===== src/rtl/rv_fetch_pkg.sv =====
// -----------------------------------------------------------------------------
// rv_fetch_pkg
// Shared definitions for the instruction-fetch front end.
//   NOP_INSTR        : word presented on instr_out when nothing is valid
//   RESET_PC_DEFAULT : default first fetch address after reset
//   fetch_entry_t    : one buffered fetch result {pc, instr}
// -----------------------------------------------------------------------------
package rv_fetch_pkg;

    localparam logic [31:0] NOP_INSTR        = 32'h0000_0000;
    localparam logic [31:0] RESET_PC_DEFAULT = 32'h0000_0000;

    typedef struct packed {
        logic [31:0] pc;
        logic [31:0] instr;
    } fetch_entry_t;

endpackage


===== src/rtl/if_fetch_unit_fetch_buffer.sv =====
// -----------------------------------------------------------------------------
// fetch_buffer
// Synchronous FIFO of fetch_entry_t with a combinational head view.
//   clk, rst    : clock, asynchronous active-high reset (pointers/count only)
//   push        : write push_entry at the tail
//   pop         : retire the head entry
//   flush       : empty the FIFO (wins over push/pop)
//   head_entry  : current head (meaningful only when !empty)
//   empty       : no entries held
//   occupancy   : number of entries held (0..BUF_DEPTH)
// The caller guarantees no push when full and no pop when empty.
// -----------------------------------------------------------------------------
module fetch_buffer
    import rv_fetch_pkg::*;
#(
    parameter int BUF_DEPTH = 4,
    localparam int PW = $clog2(BUF_DEPTH),
    localparam int CW = $clog2(BUF_DEPTH + 1)
) (
    input  logic         clk,
    input  logic         rst,
    input  logic         push,
    input  logic         pop,
    input  logic         flush,
    input  fetch_entry_t push_entry,
    output fetch_entry_t head_entry,
    output logic         empty,
    output logic [CW-1:0] occupancy
);

    fetch_entry_t  entry_q [BUF_DEPTH];
    logic [PW-1:0] wr_ptr_q, wr_ptr_d;
    logic [PW-1:0] rd_ptr_q, rd_ptr_d;
    logic [CW-1:0] count_q, count_d;
    logic          write_en;

    assign write_en = push && !flush;

    always_comb begin
        wr_ptr_d = wr_ptr_q;
        rd_ptr_d = rd_ptr_q;
        count_d  = count_q;
        if (flush) begin
            wr_ptr_d = '0;
            rd_ptr_d = '0;
            count_d  = '0;
        end else begin
            // Depth is a power of two, so pointers wrap naturally.
            if (push) wr_ptr_d = wr_ptr_q + PW'(1);
            if (pop)  rd_ptr_d = rd_ptr_q + PW'(1);
            count_d = count_q + CW'(push) - CW'(pop);
        end
    end

    always_ff @(posedge clk or posedge rst) begin
        if (rst) begin
            wr_ptr_q <= '0;
            rd_ptr_q <= '0;
            count_q  <= '0;
        end else begin
            wr_ptr_q <= wr_ptr_d;
            rd_ptr_q <= rd_ptr_d;
            count_q  <= count_d;
        end
    end

    // Storage needs no reset: an entry is only read after it was written.
    for (genvar gi = 0; gi < BUF_DEPTH; gi++) begin : g_entry
        always_ff @(posedge clk) begin
            if (write_en && (wr_ptr_q == PW'(gi))) begin
                entry_q[gi] <= push_entry;
            end
        end
    end

    assign head_entry = entry_q[rd_ptr_q];
    assign empty      = (count_q == '0);
    assign occupancy  = count_q;

endmodule


===== src/rtl/if_fetch_unit.sv =====
// -----------------------------------------------------------------------------
// if_fetch_unit
// Instruction-fetch front end: generates the PC stream, issues word requests
// over a req/gnt/rvalid handshake, buffers returned words and presents the
// head to the IF/ID register. A redirect flushes buffered and in-flight
// fetches and restarts at the new target.
//   clk, rst          : clock, asynchronous active-high reset
//   stall             : decode holding; head not consumed
//   redirect          : taken branch/jump; flush and refetch
//   redirect_pc       : new target, bits [1:0] forced to zero
//   imem_req/addr     : fetch request and word address
//   imem_gnt          : request accepted this cycle
//   imem_rvalid/rdata : in-order response
//   instr_out/pc_out  : head instruction and PC (zero when not valid)
//   instr_valid       : head presentable this cycle
// -----------------------------------------------------------------------------
module if_fetch_unit
    import rv_fetch_pkg::*;
#(
    parameter logic [31:0] RESET_PC  = RESET_PC_DEFAULT,
    parameter int          BUF_DEPTH = 4
) (
    input  logic        clk,
    input  logic        rst,
    input  logic        stall,
    input  logic        redirect,
    input  logic [31:0] redirect_pc,
    output logic        imem_req,
    output logic [31:0] imem_addr,
    input  logic        imem_gnt,
    input  logic        imem_rvalid,
    input  logic [31:0] imem_rdata,
    output logic [31:0] instr_out,
    output logic [31:0] pc_out,
    output logic        instr_valid
);

    localparam int PW = $clog2(BUF_DEPTH);
    localparam int CW = $clog2(BUF_DEPTH + 1);

    logic [31:0]   fetch_pc_q, fetch_pc_d;
    logic [CW-1:0] outstanding_q, outstanding_d;
    logic [CW-1:0] drop_q, drop_d;

    // PC tags of in-flight requests, in issue order. Not flushed on redirect:
    // dropped responses still retire their tag so the order stays aligned.
    logic [31:0]   tag_q [BUF_DEPTH];
    logic [PW-1:0] tag_wr_q, tag_wr_d;
    logic [PW-1:0] tag_rd_q, tag_rd_d;

    fetch_entry_t  push_entry;
    fetch_entry_t  head_entry;
    logic          buf_empty;
    logic [CW-1:0] buf_occ;
    logic          buf_push;
    logic          pop;
    logic          grant;
    logic          rsp;
    logic [CW:0]   credit_used;
    logic          redirect_pc_unused;

    assign redirect_pc_unused = ^redirect_pc[1:0];

    assign instr_valid = !buf_empty && !redirect;
    assign pop         = instr_valid && !stall;
    assign instr_out   = instr_valid ? head_entry.instr : NOP_INSTR;
    assign pc_out      = instr_valid ? head_entry.pc    : 32'h0;

    // Credit: every granted request has a guaranteed buffer slot, counting
    // the slot freed by this cycle's pop.
    assign credit_used = {1'b0, buf_occ} + {1'b0, outstanding_q} - (CW + 1)'(pop);
    assign imem_req    = !rst && !redirect && (credit_used < (CW + 1)'(BUF_DEPTH));
    assign imem_addr   = fetch_pc_q;
    assign grant       = imem_req && imem_gnt;

    // A response with nothing outstanding is a protocol violation; ignore it.
    assign rsp      = imem_rvalid && (outstanding_q != '0);
    assign buf_push = rsp && (drop_q == '0) && !redirect;

    assign push_entry.pc    = tag_q[tag_rd_q];
    assign push_entry.instr = imem_rdata;

    always_comb begin
        fetch_pc_d    = fetch_pc_q;
        outstanding_d = outstanding_q + CW'(grant) - CW'(rsp);
        drop_d        = drop_q;
        tag_wr_d      = tag_wr_q;
        tag_rd_d      = tag_rd_q;

        if (grant) begin
            fetch_pc_d = fetch_pc_q + 32'd4;
            tag_wr_d   = tag_wr_q + PW'(1);
        end
        if (rsp) begin
            tag_rd_d = tag_rd_q + PW'(1);
        end

        if (redirect) begin
            fetch_pc_d = {redirect_pc[31:2], 2'b00};
            // Everything still in flight after this edge is on the abandoned
            // path. Pending drops are already part of outstanding, so the new
            // drop count is exactly the updated outstanding count.
            drop_d = outstanding_d;
        end else if (rsp && (drop_q != '0)) begin
            drop_d = drop_q - CW'(1);
        end
    end

    always_ff @(posedge clk or posedge rst) begin
        if (rst) begin
            fetch_pc_q    <= RESET_PC;
            outstanding_q <= '0;
            drop_q        <= '0;
            tag_wr_q      <= '0;
            tag_rd_q      <= '0;
        end else begin
            fetch_pc_q    <= fetch_pc_d;
            outstanding_q <= outstanding_d;
            drop_q        <= drop_d;
            tag_wr_q      <= tag_wr_d;
            tag_rd_q      <= tag_rd_d;
        end
    end

    for (genvar gi = 0; gi < BUF_DEPTH; gi++) begin : g_tag
        always_ff @(posedge clk) begin
            if (grant && (tag_wr_q == PW'(gi))) begin
                tag_q[gi] <= fetch_pc_q;
            end
        end
    end

    fetch_buffer #(
        .BUF_DEPTH (BUF_DEPTH)
    ) u_fetch_buffer (
        .clk        (clk),
        .rst        (rst),
        .push       (buf_push),
        .pop        (pop),
        .flush      (redirect),
        .push_entry (push_entry),
        .head_entry (head_entry),
        .empty      (buf_empty),
        .occupancy  (buf_occ)
    );

endmodule


===== config.mk =====
export PLATFORM = sky130hd
export DESIGN_NAME = if_fetch_unit
export DESIGN_NICKNAME = d
export VERILOG_FILES = /design/src/rtl/rv_fetch_pkg.sv /design/src/rtl/if_fetch_unit_fetch_buffer.sv /design/src/rtl/if_fetch_unit.sv
export SDC_FILE = /design/constraint.sdc
export NUM_CORES = 1
export LEC_CHECK = 0
export CAP_MARGIN = 40
export CORE_AREA = 3 3 208 210
export DETAILED_ROUTE_END_ITERATION = 16
export DIE_AREA = 0 0 211 213
export PLACE_DENSITY = 0.58
export SLEW_MARGIN = 15
export SYNTH_ARGS = -nofsm -noshare
export SYNTH_HDL_FRONTEND = slang
export SYNTH_SLANG_ARGS = --single-unit

===== constraint.sdc =====
create_clock -name clk -period 4.9 [get_ports clk]
set_input_delay 0.98 -clock clk [delete_from_list [all_inputs] [get_ports clk]]
set_output_delay 0.98 -clock clk [all_outputs]
set_load 0.02 [all_outputs]

**After elaboration in Yosys (flattened, before gate mapping)**

Memories as Yosys holds them, arrays and structs flattened.
Index checks and enable logic that the tools add are counted.

- Muxes and demuxes: 45
- Add/sub/neg operators: 12
- Equality and inequality tests: 6
- Reduce and logical (&&, ||, !) cells: 38
- $lt $le $gt $ge: 1

Operators by type and width:

| operator | number |
|---|---|
| $mux W32 | 7 |
| $mux W64 | 3 |
| $reduce_or A64 Y1 | 3 |
| $reduce_or A32 Y1 | 3 |
| $add A32 B3 Y32 const B | 1 |
| $mux W1 | 22 |
| $mux W2 | 10 |
| $logic_and A1 B1 Y1 | 18 |
| $mux W3 | 3 |
| $add A2 B1 Y2 const B | 4 |
| $eq A2 B2 Y1 const B | 4 |
| $reduce_bool A2 Y1 | 4 |
| $add A3 B1 Y3 | 2 |
| $logic_not A3 Y1 | 2 |
| $reduce_bool A3 Y1 | 2 |
| $sub A3 B1 Y3 | 2 |
| $add A3 B3 Y4 | 1 |
| $eq A2 B1 Y1 const B | 2 |
| $logic_not A1 Y1 | 4 |
| $logic_not A2 Y1 | 2 |
| $lt A4 B3 Y1 const B | 1 |
| $sub A4 B1 Y4 | 1 |
| $sub A3 B1 Y3 const B | 1 |

- Logic and storage cells: 112
- Register bits: 49
- RAM bits: 384
- Memories: 2
- Bits of input ports: 70

Memory list:

| name | words | width | read ports | clocked after memory_dff | wr ports | line | text |
|---|---|---|---|---|---|---|---|
| u_fetch_buffer.entry_q | 4 | 64 | 1 | 0 | 1 | if_fetch_unit_fetch_buffer.sv:31 | `fetch_entry_t entry_q [BUF_DEPTH];` |
| tag_q | 4 | 32 | 1 | 0 | 1 | if_fetch_unit.sv:47 | `logic [31:0] tag_q [BUF_DEPTH];` |

**Depth between registers and ports, before layout**

- Depth after elaboration: 15
- Gate-level depth with buffers: 17
- Mapped depth without buffers: 17

**Modules after synthesis**

From an unflattened synthesis, not the netlist that was laid out.

- Cells, all modules: 884
- Area total of the unflattened synthesis: 17015.1 µm²

By module, submodules not included:

| module | times used | cells an instance | area an instance (µm²) |
|---|---|---|---|
| fetch_buffer | 1 | 374 | 9696.8 |
| if_fetch_unit | 1 | 510 | 7318.3 |

**Worst setup path before layout**

OpenSTA, ideal clock, no wires.

- Path type: input to register
- From: in redirect
- To: mem tag_q[0][10], enable pin
- Arrival: 4384 ps
- Library setup time: 421 ps
- Path slack: 95 ps
- Stages: 9
- Cells stage by stage: clkbuf_1 nor3_1 ha_1 inv_1 ha_1 nand3b_1 a211oi_1 nor2_1 nor2b_1

- Word-level cells in the longest chain between the ends: 14
- Elaborated cells between the ends (all ways): 29
- Those cells by class: 1 x add/sub; 1 x order compare; 14 x mux; 13 x reduce/logical

RTL lines:

| what | line | text |
|---|---|---|
| start: declaration | if_fetch_unit.sv:26 | `input logic redirect,` |
| $logic_not A1 Y1 * | if_fetch_unit.sv:64, if_fetch_unit.sv:72 |  |
| $logic_and A1 B1 Y1 | if_fetch_unit.sv:64 | `assign instr_valid = !buf_empty && !redirect;` |
| $logic_and A1 B1 Y1 | if_fetch_unit.sv:65 | `assign pop = instr_valid && !stall;` |
| $sub A4 B1 Y4 | if_fetch_unit.sv:71 | `assign credit_used = {1'b0, buf_occ} + {1'b0, outstanding_q} - (CW + 1)'(pop);` |
| $lt A4 B3 Y1 | if_fetch_unit.sv:72 | `assign imem_req = !rst && !redirect && (credit_used < (CW + 1)'(BUF_DEPTH));` |
| $logic_and A1 B1 Y1 * | if_fetch_unit.sv:72 |  |
| $logic_and A1 B1 Y1 * | if_fetch_unit.sv:74 | `assign grant = imem_req && imem_gnt;` |
| $logic_and A1 B1 Y1 | if_fetch_unit.sv:127 | `if (grant && (tag_wr_q == PW'(gi))) begin` |
| $mux W1 | if_fetch_unit.sv:127 |  |
| $mux W1 (implied by the code) | if_fetch_unit.sv:128 | `tag_q[gi] <= fetch_pc_q;` |
| $reduce_or A32 Y1 (no source line) | -- |  |
| $mux W2 (no source line) / $mux W1 (equally long branches) (3 in a row) | -- |  |
| end: declaration | if_fetch_unit.sv:47 |  |

Mark *: on every way between the ends. The rest lies on a longest branch, timed or not.

**Worst setup path after layout**

- From: in stall
- To: out imem_req

- Word-level cells in the longest chain between the ends: 5

RTL lines:

| what | line | text |
|---|---|---|
| start: declaration | if_fetch_unit.sv:25 | `input logic stall,` |
| $logic_not A1 Y1 | if_fetch_unit.sv:65 |  |
| $logic_and A1 B1 Y1 | if_fetch_unit.sv:65 |  |
| $sub A4 B1 Y4 | if_fetch_unit.sv:71 |  |
| $lt A4 B3 Y1 | if_fetch_unit.sv:72 |  |
| $logic_and A1 B1 Y1 | if_fetch_unit.sv:72 |  |
| end: declaration | if_fetch_unit.sv:28 | `output logic imem_req,` |

Every way passes these cells.

==> metrics.md <==
| Metric | Value |
|---|---|
| Status | finished, final reports clean |
| Gpl congestion | around 0.84 |
| Placed instance count | approximately 1600 |
| Mean area per synthesized cell | 18.81 um2 |
| Startpoint Class | primary input |
| Share of cells above drive strength 1 | 18.28% |
| Slew @ Worst Pin | 0.8439 ns |
| DRC | 0 |
| Initial DRC count | 476 |
| Hold Crit Class | reg -> reg |
| Most common cell in the synthesized netlist | edfxtp_1 |
| TNS Setup | 0 ns |
| Inserted Diodes | 0 |
| Global-route wire length before repair | around 54000 um |
| Post-DRT Antenna Nets | 0 |
| Most used DFF post-synth | edfxtp_1 |
| Setup crit end kind | output port |
| Seq/Total Area, Yosys | between 70% and 80% |
| Dominant cells by area after synthesis | edfxtp_1 (66%), mux4_2 (12%), dfrtp_1 (7.1%) |
| Area delta synth->final | 23.84% |
| Final Cycle Share | 89.12% |
| Largest net degree at the start of global routing | 64 |
| Die Area | 0.04494 mm2 |
| Leakage | 6.749 nW |
| Post-CTS setup buffers | 0 |
| DR WL/cell | 21.01 um |
| Root Driver | clkbuf_16 |
| Pins Over Slew Limit | 0 |
| Reg power frac | 44.5% |
| Ys async rst share | 11.33% |
| Post-Synthesis Cells | between 800 and 900 |
| Biggest area consumer among synthesized cells | edfxtp_1 |
| Die Height | 213 um |
| Fin worst setup slack | 0.5332 ns |
| Post-synth top cells | edfxtp_1 (368), mux4_2 (92), and2_1 (64) |
| Logic pwr share | 22.3% |
| Slew headroom | 43.74% |
| Max-cap violations | 0 |
| # setup viols final | 0 |
| Clock share of power | 33.2% |
| Pre-CTS setup slack | approximately 0.19 ns |
| Vias | around 8600 |
| Hold Violations, Final | 0 |
| Critical path's top delay family | buffers and inverters |
| Horiz. Die Dim | 211 um |
| CP max-delay cell | clkdlybuf4s50_1 |
| Placement Rows | 75 |
| GRT overflow | 0 |
| CP Data Required Time | roughly 3.9 ns |
| Gr usage total | ~16% |
| # clock sinks | around 420 |
| Vias per cell | 5.175 |
| # fillers | between 3000 and 4000 |
| Clock slew seen by the registers of the worst setup and hold paths | 0.06 ns |
| Area of the multi-input gates | around 0.0042 mm2 |
| #FFs+latches synth | ~420 |
| WS Path Type | in -> out |
| Core ar. | approximately 0.042 mm2 |
| Max Clock Freq | 229.0 MHz |
| CP max FO | 3 |
| Final net count | 1170 |
| Vias in the first global route | 9080 |
| Buffers on Ports | 161 |
| Int Power | ~7.4 mW |
| Net Switching | 2.691 mW |
| Power per Cell Area | 490.7 mW/mm2 |
| Crit path time final | between 4 and 5 ns |
| Post-synth cell types | 47 |
| RSZ-0062 raised after global routing | false |
| Register Area | 0.01223 mm2 |
| Worst Path Buf+Inv | 4 |
| Worst-Skew Late Latency | 0.56 ns |
| Starting Density | 39.82% |
| Data arrival, critical path | 3.39 ns |
| TritonCTS clock tree | yes |
| Sw Ratio | 26.64% |
| TritonCTS buffer count | 45 |
| Final HPWL DP | between 20000 and 25000 um |
| Clock tree buffer depth | 3 |
| Final hold slack | about 0.53 ns |
| WL final | 34770 um |
| Final non-filler cell total | 1655 |
| H-tree depth | 2 |
| Clock Skew | 0.02456 ns |
| Synthesized area | 0.01663 mm2 |
| Initial antenna violation count | 0 |
| Num ports | 168 |
| CP peak stage delay | 0.40 ns |
| Peak supply drop | 233.6 uV |
| Crit path cell chain | clkdlybuf4s50_1 > nor3_1 > buf_4 > ha_1 > inv_1 > ha_1 > and3b_1 > nor2_1 > mux2_2 > a22oi_1 > nor3_1 > dlymetal6s2s_1 |
| Share of the synthesized area in the top cell type | between 60% and 70% |
| Drt pass-1 iters | 4 |
| Number of synthesized flops with an enable pin | 368 |
| Synth warnings | 0 |
[routing by layer]
metal	part of all wire [%]	global-route usage [%]	up-vias
li1	-	-	3881
met1	45	21.79	4422
met2	48	25.58	217
met3	5.3	3.644	44
met4	1.8	4.065	0
met5	0	0	-
[state kept, by name, summed over array words and instances, names as in the netlist]
signal	count
drop_q	3
imem_addr	30
outstanding_q	3
tag_q	120
tag_rd_q	2
tag_wr_q	2
u_fetch_buffer.entry_q	248
u_fetch_buffer.occupancy	3
u_fetch_buffer.rd_ptr_q	2
u_fetch_buffer.wr_ptr_q	2
[timing repair]
| item | CTS | global route |
|---|---|---|
| hold buffers | 0 | 0 |
| endpoints found under the setup margin | 0 | 1 |
| resized for setup | 0 | 1 |
[through the flow]
stage | instance area, um2 | power, mW | utilization, %
CTS | 20590 | 10.27 | 49.30
detailed placement | 19100 | 6.883 | 45.75
global placement | 19080 | 6.838 | 45.69
global route | 20590 | 10.62 | 49.31
finish | 20590 | 10.10 | 49.31
floorplan | 16640 | 6.004 | -
[area by class of cell]
class                           instances  area share [%]
Sequential cell                       415           59.42
Multi-Input combinational cell        403           20.17
Timing Repair Buffer                  188           9.455
Clock buffer                           55           5.955
Tap cell                              539           3.275
Clock inverter                         29           1.252
Inverter                               26          0.4740
[worst paths after layout]
path	from	endpoint	slack (ns)	cells after the start
min in group asynchronous	rst	imem_addr[14]	0.90	2
max	stall	imem_req	0.53	12
min	outstanding_q[2]	outstanding_q[2]	0.53	1
max reg2reg	u_fetch_buffer.occupancy[1]	drop_q[2]	1.37	20
max in group asynchronous	rst	tag_rd_q[1]	3.48	3
min reg2reg	outstanding_q[2]	outstanding_q[2]	0.53	1
[placed cells by master, fill, tap and decap left out, types with 9 or more instances in the layout]
cell type	count
clkdlybuf4s50_1	159
edfxtp_1	368
inv_1	24
buf_4	15
clkbuf_16	47
clkinv_1	16
xnor2_1	14
nor2_1	20
o2111ai_1	10
xor2_1	17
mux4_2	92
nand2_1	38
nor3_1	9
ha_1	19
and2_1	64
o21ai_0	30
buf_12	11
dfrtp_1	43
nand3_1	13
[power groups by stage]
stage          combinational [mW]  sequential, mW  clock, mW
2_1_floorplan                1.56            4.44          0
3_3_place_gp                 2.27            4.56          0
3_5_place_dp                 2.31            4.58          0
4_1_cts                      2.31            4.50       3.46
5_1_grt                      2.48            4.53       3.61
6_report                     2.25            4.50       3.36
[cells by family (layout without fill, tap and decap cells)]
logic type	Yosys count	in the layout	share of synthesized area (%)
compound gates	64	64	2.438
simple gates	184	184	6.103
fa+ha+maj	21	21	1.671
buf+inv	69	298	1.686
xor+xnor	31	31	1.633
mux	99	99	12.91
other cells	1	4	0.02255
flops	415	415	73.53
(Power assumes the default switching activity.)
==> RTL change 1, RTL diff (same settings) <==
`BUF_DEPTH` is set to 4 in 2 places; all go to 2.
--- a/src/rtl/if_fetch_unit_fetch_buffer.sv
+++ b/src/rtl/if_fetch_unit_fetch_buffer.sv
@@ -13,7 +13,7 @@
 module fetch_buffer
     import rv_fetch_pkg::*;
 #(
-    parameter int BUF_DEPTH = 4,
+    parameter int BUF_DEPTH = 2,
     localparam int PW = $clog2(BUF_DEPTH),
     localparam int CW = $clog2(BUF_DEPTH + 1)
 ) (
--- a/src/rtl/if_fetch_unit.sv
+++ b/src/rtl/if_fetch_unit.sv
@@ -18,7 +18,7 @@
     import rv_fetch_pkg::*;
 #(
     parameter logic [31:0] RESET_PC  = RESET_PC_DEFAULT,
-    parameter int          BUF_DEPTH = 4
+    parameter int          BUF_DEPTH = 2
 ) (
     input  logic        clk,
     input  logic        rst,
Function: changed (a bounded check fails within 4 cycles, from zero or initial values and one cycle with rst high).
==> RTL change 1 against the original RTL <==
- routed wire length fell by 29%
- critical path depth fell by 3
- power fell by 43%
- sequential power fell by 46%
- synthesized area fell by 44%
- maximum frequency rose by 3.8%
- sequential cell count fell by 191
- worst setup slack improved by 160 ps
- final area fell by 39%
- critical path type unchanged
- largest cell class unchanged
- largest power group unchanged
==> RTL change 1: results (changes against the original RTL) <==
stage,metric,value,unit,change
run_status,outcome,"finished, final reports clean",,
final_layout,Top reg by flops,u_fetch_buffer.entry_q,,
synth,most instantiated cells after synthesis,"edfxtp_1 (184), nor2_1 (73), mux2i_1 (67)",,
synth,post-synthesis async set-or-reset flop share,17.9,%,+6.5 points
timing,Least-Margin Pin Slew,778,ps,-65.5 ps
route,M1 WL,10400,um,-34%
global_routing,vias in the first global route,5859,,-35%
global_routing,met1 Track Usage GR,13.3,%,-8.5 points
power_and_ir_drop,P_int,4160,uW,-44%
setup_path,Worst EP arrival,3230,ps,-160 ps
clocking,CTS Buf Count,26,,-42%
setup_path,R2R setup slack,1700,ps,+330 ps
hold_path,Hold Crit Endpoint,tag_wr_q,,
clocking,worst skew pair latency,540,ps,-20 ps
final_layout,Final nets,897,,-23%
final_layout,share of layout cells above drive strength 1,11.8,%,-6.5 points
global_routing,global-route wire length before repair,36600,um,-32%
route,met3 WL post-DR,1880,um,+1.3%
global_routing,met3 usage,3.35,%,-0.29 points
route,DRT iter0 DRCs,331,,-30%
setup_path,slowest CP cell,clkdlybuf4s50_1,,
synth,Cell variety after synth,49,,+4.3%
power_and_ir_drop,maximum VDD drop,0.247,mV,+5.9%
global_routing,GR Util met2,18.2,%,-7.4 points
setup_path,"Largest stage delay, worst path",470,ps,+70 ps
global_routing,All-Layer GR Usage,10.7,%,-5.0 points
placed_design,Detail Placement HPWL,16700,um,-22%
setup_path,crit-path max FO,3,,unchanged
timing,Clock Skew,13.3,ps,-11.3 ps
clocking,Worst-path clk slew,60,ps,about the same
setup_path,CP top delay family,buffers and inverters,,
clocking,H-tree Lvls,1,,-1
synth,register area share after synthesis,69.9,%,-3.7 points
final_layout,max reg flops,124,,-50%
synth,largest cells by area after synthesis,"edfxtp_1 (59%), dfrtp_1 (11%), mux2i_1 (7.2%)",,
route,met2 wire length,12100,um,-27%
power_and_ir_drop,Static Leak,0.00417,uW,-38%
placed_design,RD Place Congestion,0.748,,-11%
setup_path,worst-case reg-to-reg path depth,14,,-30%
final_layout,Filler Cell Count,4177,,+20%
route,vias per inst,4.27,,-18%
setup_path,r2r endpoint,drop_q[1],,
global_routing,antenna violations before repair,1,,+1
clocking,CTS Root Cell,clkbuf_16,,
hold_path,hold path startpoint,tag_wr_q,,
setup_path,reg2reg start,u_fetch_buffer.occupancy[1],,
route,top sig layer,met5,,
route,average wire per standard cell,18.0,um,-15%
clocking,post_cts resized,0,,unchanged
final_layout,Antenna Cells,0,,unchanged
synth,Post-synth EDFFs,184,,-50%
[RTL change 1: cell type report]
type                            instances  area share [%]
Multi-Input combinational cell        372            20.9
Timing Repair Buffer                  177            14.1
Clock inverter                         17            1.88
Inverter                               18           0.536
Tap cell                              539            5.35
Sequential cell                       224            51.8
Clock buffer                           31            5.47
[RTL change 1: how the worst max path moves through the flow]
stage | start | end | depth (start not counted)
after global routing | stall | imem_req | 9
after floorplan | redirect | u_fetch_buffer.entry_q[0][0] | 4
after detailed placement | stall | drop_q[1] | 14
after CTS | stall | imem_req | 9
after global placement | stall | drop_q[1] | 14
final | stall | imem_req | 9
[RTL change 1: worst reg2reg max path: cells and delay by family (launching register included)]
family	cells	cell delay, ps
mux	1	260
buf+inv	2	120
compound gates	1	160
flops	1	410
fa+ha+maj	4	1310
simple gates	4	550
xor+xnor	2	280
[RTL change 1: power groups by stage]
stage | combinational (uW) | sequential (uW) | clock (uW)
floorplan | 737 | 2430 | 0
global placement | 1170 | 2490 | 0
detailed placement | 1240 | 2470 | 0
CTS | 1250 | 2430 | 2160
global route | 1330 | 2450 | 2220
finish | 1230 | 2430 | 2090
[RTL change 1: through the flow]
step / worst slack [ps] / instance area, um^2 / hold WS (ps) / power, uW / instances
floorplan: 397 / 9360 / 478 / 3170 / 647
global placement: 684 / 11600 / 494 / 3670 / 1327
detailed placement: 649 / 11700 / 503 / 3720 / 1330
CTS: 674 / 12600 / 512 / 5840 / 1378
global route: 594 / 12600 / 527 / 6000 / 1378
finish: 691 / 12600 / 511 / 5740 / 1378
[RTL change 1: kinds of logic after synthesis]
family / synth area share [%]
compound gates: 3.09
fa+ha+maj: 1.15
other cells: 0.0401
xor+xnor: 1.77
buf+inv: 2.29
mux: 11.2
flops: 69.9
simple gates: 10.6
==> RTL change 2, RTL diff (config.mk and constraints unchanged) <==
Without the edit above. Make the reset (`rst`) synchronous in 2 clocked blocks. Comments in the files are not updated.
--- a/src/rtl/if_fetch_unit_fetch_buffer.sv
+++ b/src/rtl/if_fetch_unit_fetch_buffer.sv
@@ -52,7 +52,7 @@
         end
     end
 
-    always_ff @(posedge clk or posedge rst) begin
+    always_ff @(posedge clk) begin
         if (rst) begin
             wr_ptr_q <= '0;
             rd_ptr_q <= '0;
--- a/src/rtl/if_fetch_unit.sv
+++ b/src/rtl/if_fetch_unit.sv
@@ -106,7 +106,7 @@
         end
     end
 
-    always_ff @(posedge clk or posedge rst) begin
+    always_ff @(posedge clk) begin
         if (rst) begin
             fetch_pc_q    <= RESET_PC;
             outstanding_q <= '0;
Formal check against the unedited RTL: differs if rst is asserted again (counterexample within 4 cycles, from zero or initial values and one cycle with rst high); with rst held inactive, the same outputs for 4 cycles.
==> RTL change 2 against the original RTL <==
- sequential cell count up 4
- first-iteration DRC count down 2.9%
- routed wire length about the same
- register-to-register slack worse by 380 ps
- clock skew down 3.9 ps
- maximum frequency down 5.8%
- largest cell class unchanged
- via count up 1.3%
- critical path depth down 3
- synthesized area about the same
- count of clock-buffer cells in the layout up 8
- final area down 0.94%
- worst setup slack worse by 270 ps
Power is not compared: it rests on default switching activity, and its combinational part moved more than twofold at a synthesized area within 25%.
==> RTL change 2: results (changes against the original RTL) <==
stage,metric,value,unit,change
final_layout,Final nets,1202,,+2.7%
hold_path,worst hold path stage count,2,,+1
final_layout,share of layout cells above drive strength 1,17.6,%,-0.72 points
global_routing,All-Layer GR Usage,15.9,%,+0.094 points
global_routing,global-route wire length before repair,54200,um,+0.64%
synth,post-synthesis async set-or-reset flop share,0,%,-11 points
timing,Least-Margin Pin Slew,801,ps,-43.3 ps
placed_design,pre-CTS setup slack,89.1,ps,-100 ps
placed_design,Detail Placement HPWL,21700,um,+1.6%
final_layout,max reg flops,248,,unchanged
placed_design,RD Place Congestion,0.780,,-6.7%
run_status,outcome,"finished, final reports clean",,
timing,fin worst setup slack,263,ps,-270 ps
route,DRT iter0 DRCs,462,,-2.9%
setup_path,Worst EP arrival,3660,ps,+270 ps
synth,top_reg_cell synth,edfxtp_1,,
global_routing,vias in the first global route,9180,,+1.1%
setup_path,R2R setup slack,990,ps,-380 ps
timing,Clock Skew,20.7,ps,-3.88 ps
setup_path,"Largest stage delay, worst path",610,ps,+210 ps
final_layout,Filler Cell Count,3481,,-0.17%
synth,register area share after synthesis,72.6,%,-0.91 points
synth,Syn. warnings,0,,unchanged
synth,Cell variety after synth,54,,+15%
route,Routed WL,34800,um,about the same
setup_path,worst-case reg-to-reg path depth,16,,-20%
clocking,CTS Buf Count,44,,-2.2%
synth,largest cells by area after synthesis,"edfxtp_1 (66%), mux4_2 (12%), dfxtp_1 (6.1%)",,
route,vias per inst,5.15,,-0.44%
synth,most instantiated cells after synthesis,"edfxtp_1 (368), mux4_2 (92), and2_1 (67)",,
[RTL change 2: through the flow]
stage	instances	hold WS, ps	cell area, um^2	power (uW)
floorplan	926	485	16600	5050
global placement	1601	502	19000	5420
detailed placement	1604	517	19100	5450
CTS	1684	535	20400	8520
global route	1684	560	20400	8770
finish	1684	528	20400	8380
[RTL change 2: per-layer routing]
| metal | up-vias | routed length, um | track usage, % |
|---|---|---|---|
| li1 | 3974 | - | - |
| met1 | 4418 | 15400 | 21.5 |
| met2 | 233 | 16700 | 26.2 |
| met3 | 51 | 2010 | 3.79 |
| met4 | 0 | 611 | 3.86 |
| met5 | - | 0 | 0 |
[RTL change 2: cells by family after synthesis]
logic type | Yosys count | synth area share, %
fa+ha+maj | 21 | 1.67
simple gates | 209 | 7.05
xor+xnor | 17 | 0.896
other cells | 1 | 0.0226
compound gates | 75 | 2.68
flops | 419 | 72.6
mux | 100 | 13.0
buf+inv | 81 | 2.09
[RTL change 2: path summary, 6_finish.rpt]
kind,startpoint,endpoint
setup / recovery,redirect,imem_req
setup reg to reg,u_fetch_buffer.occupancy[1],drop_q[2]
hold / removal,u_fetch_buffer.rd_ptr_q[1],flop
hold reg to reg,u_fetch_buffer.rd_ptr_q[1],flop
[RTL change 2: report_power, final]
part | switching, uW | leakage [uW] | internal (uW)
clock | 1310 | 0.000644 | 1720
combinational | 577 | 0.00214 | 509
sequential | 98.4 | 0.00376 | 4170
total | 1980 | 0.00654 | 6400
[RTL change 2: final cells by class]
| cell class | count | area share (%) |
|---|---|---|
| flip-flops and latches | 419 | 59.2 |
| multi-input cells | 426 | 20.8 |
| repair buffers | 188 | 9.67 |
| clock buffers | 63 | 5.95 |
| well taps | 539 | 3.31 |
| inverters | 32 | 0.589 |
| clock inverters | 17 | 0.442 |
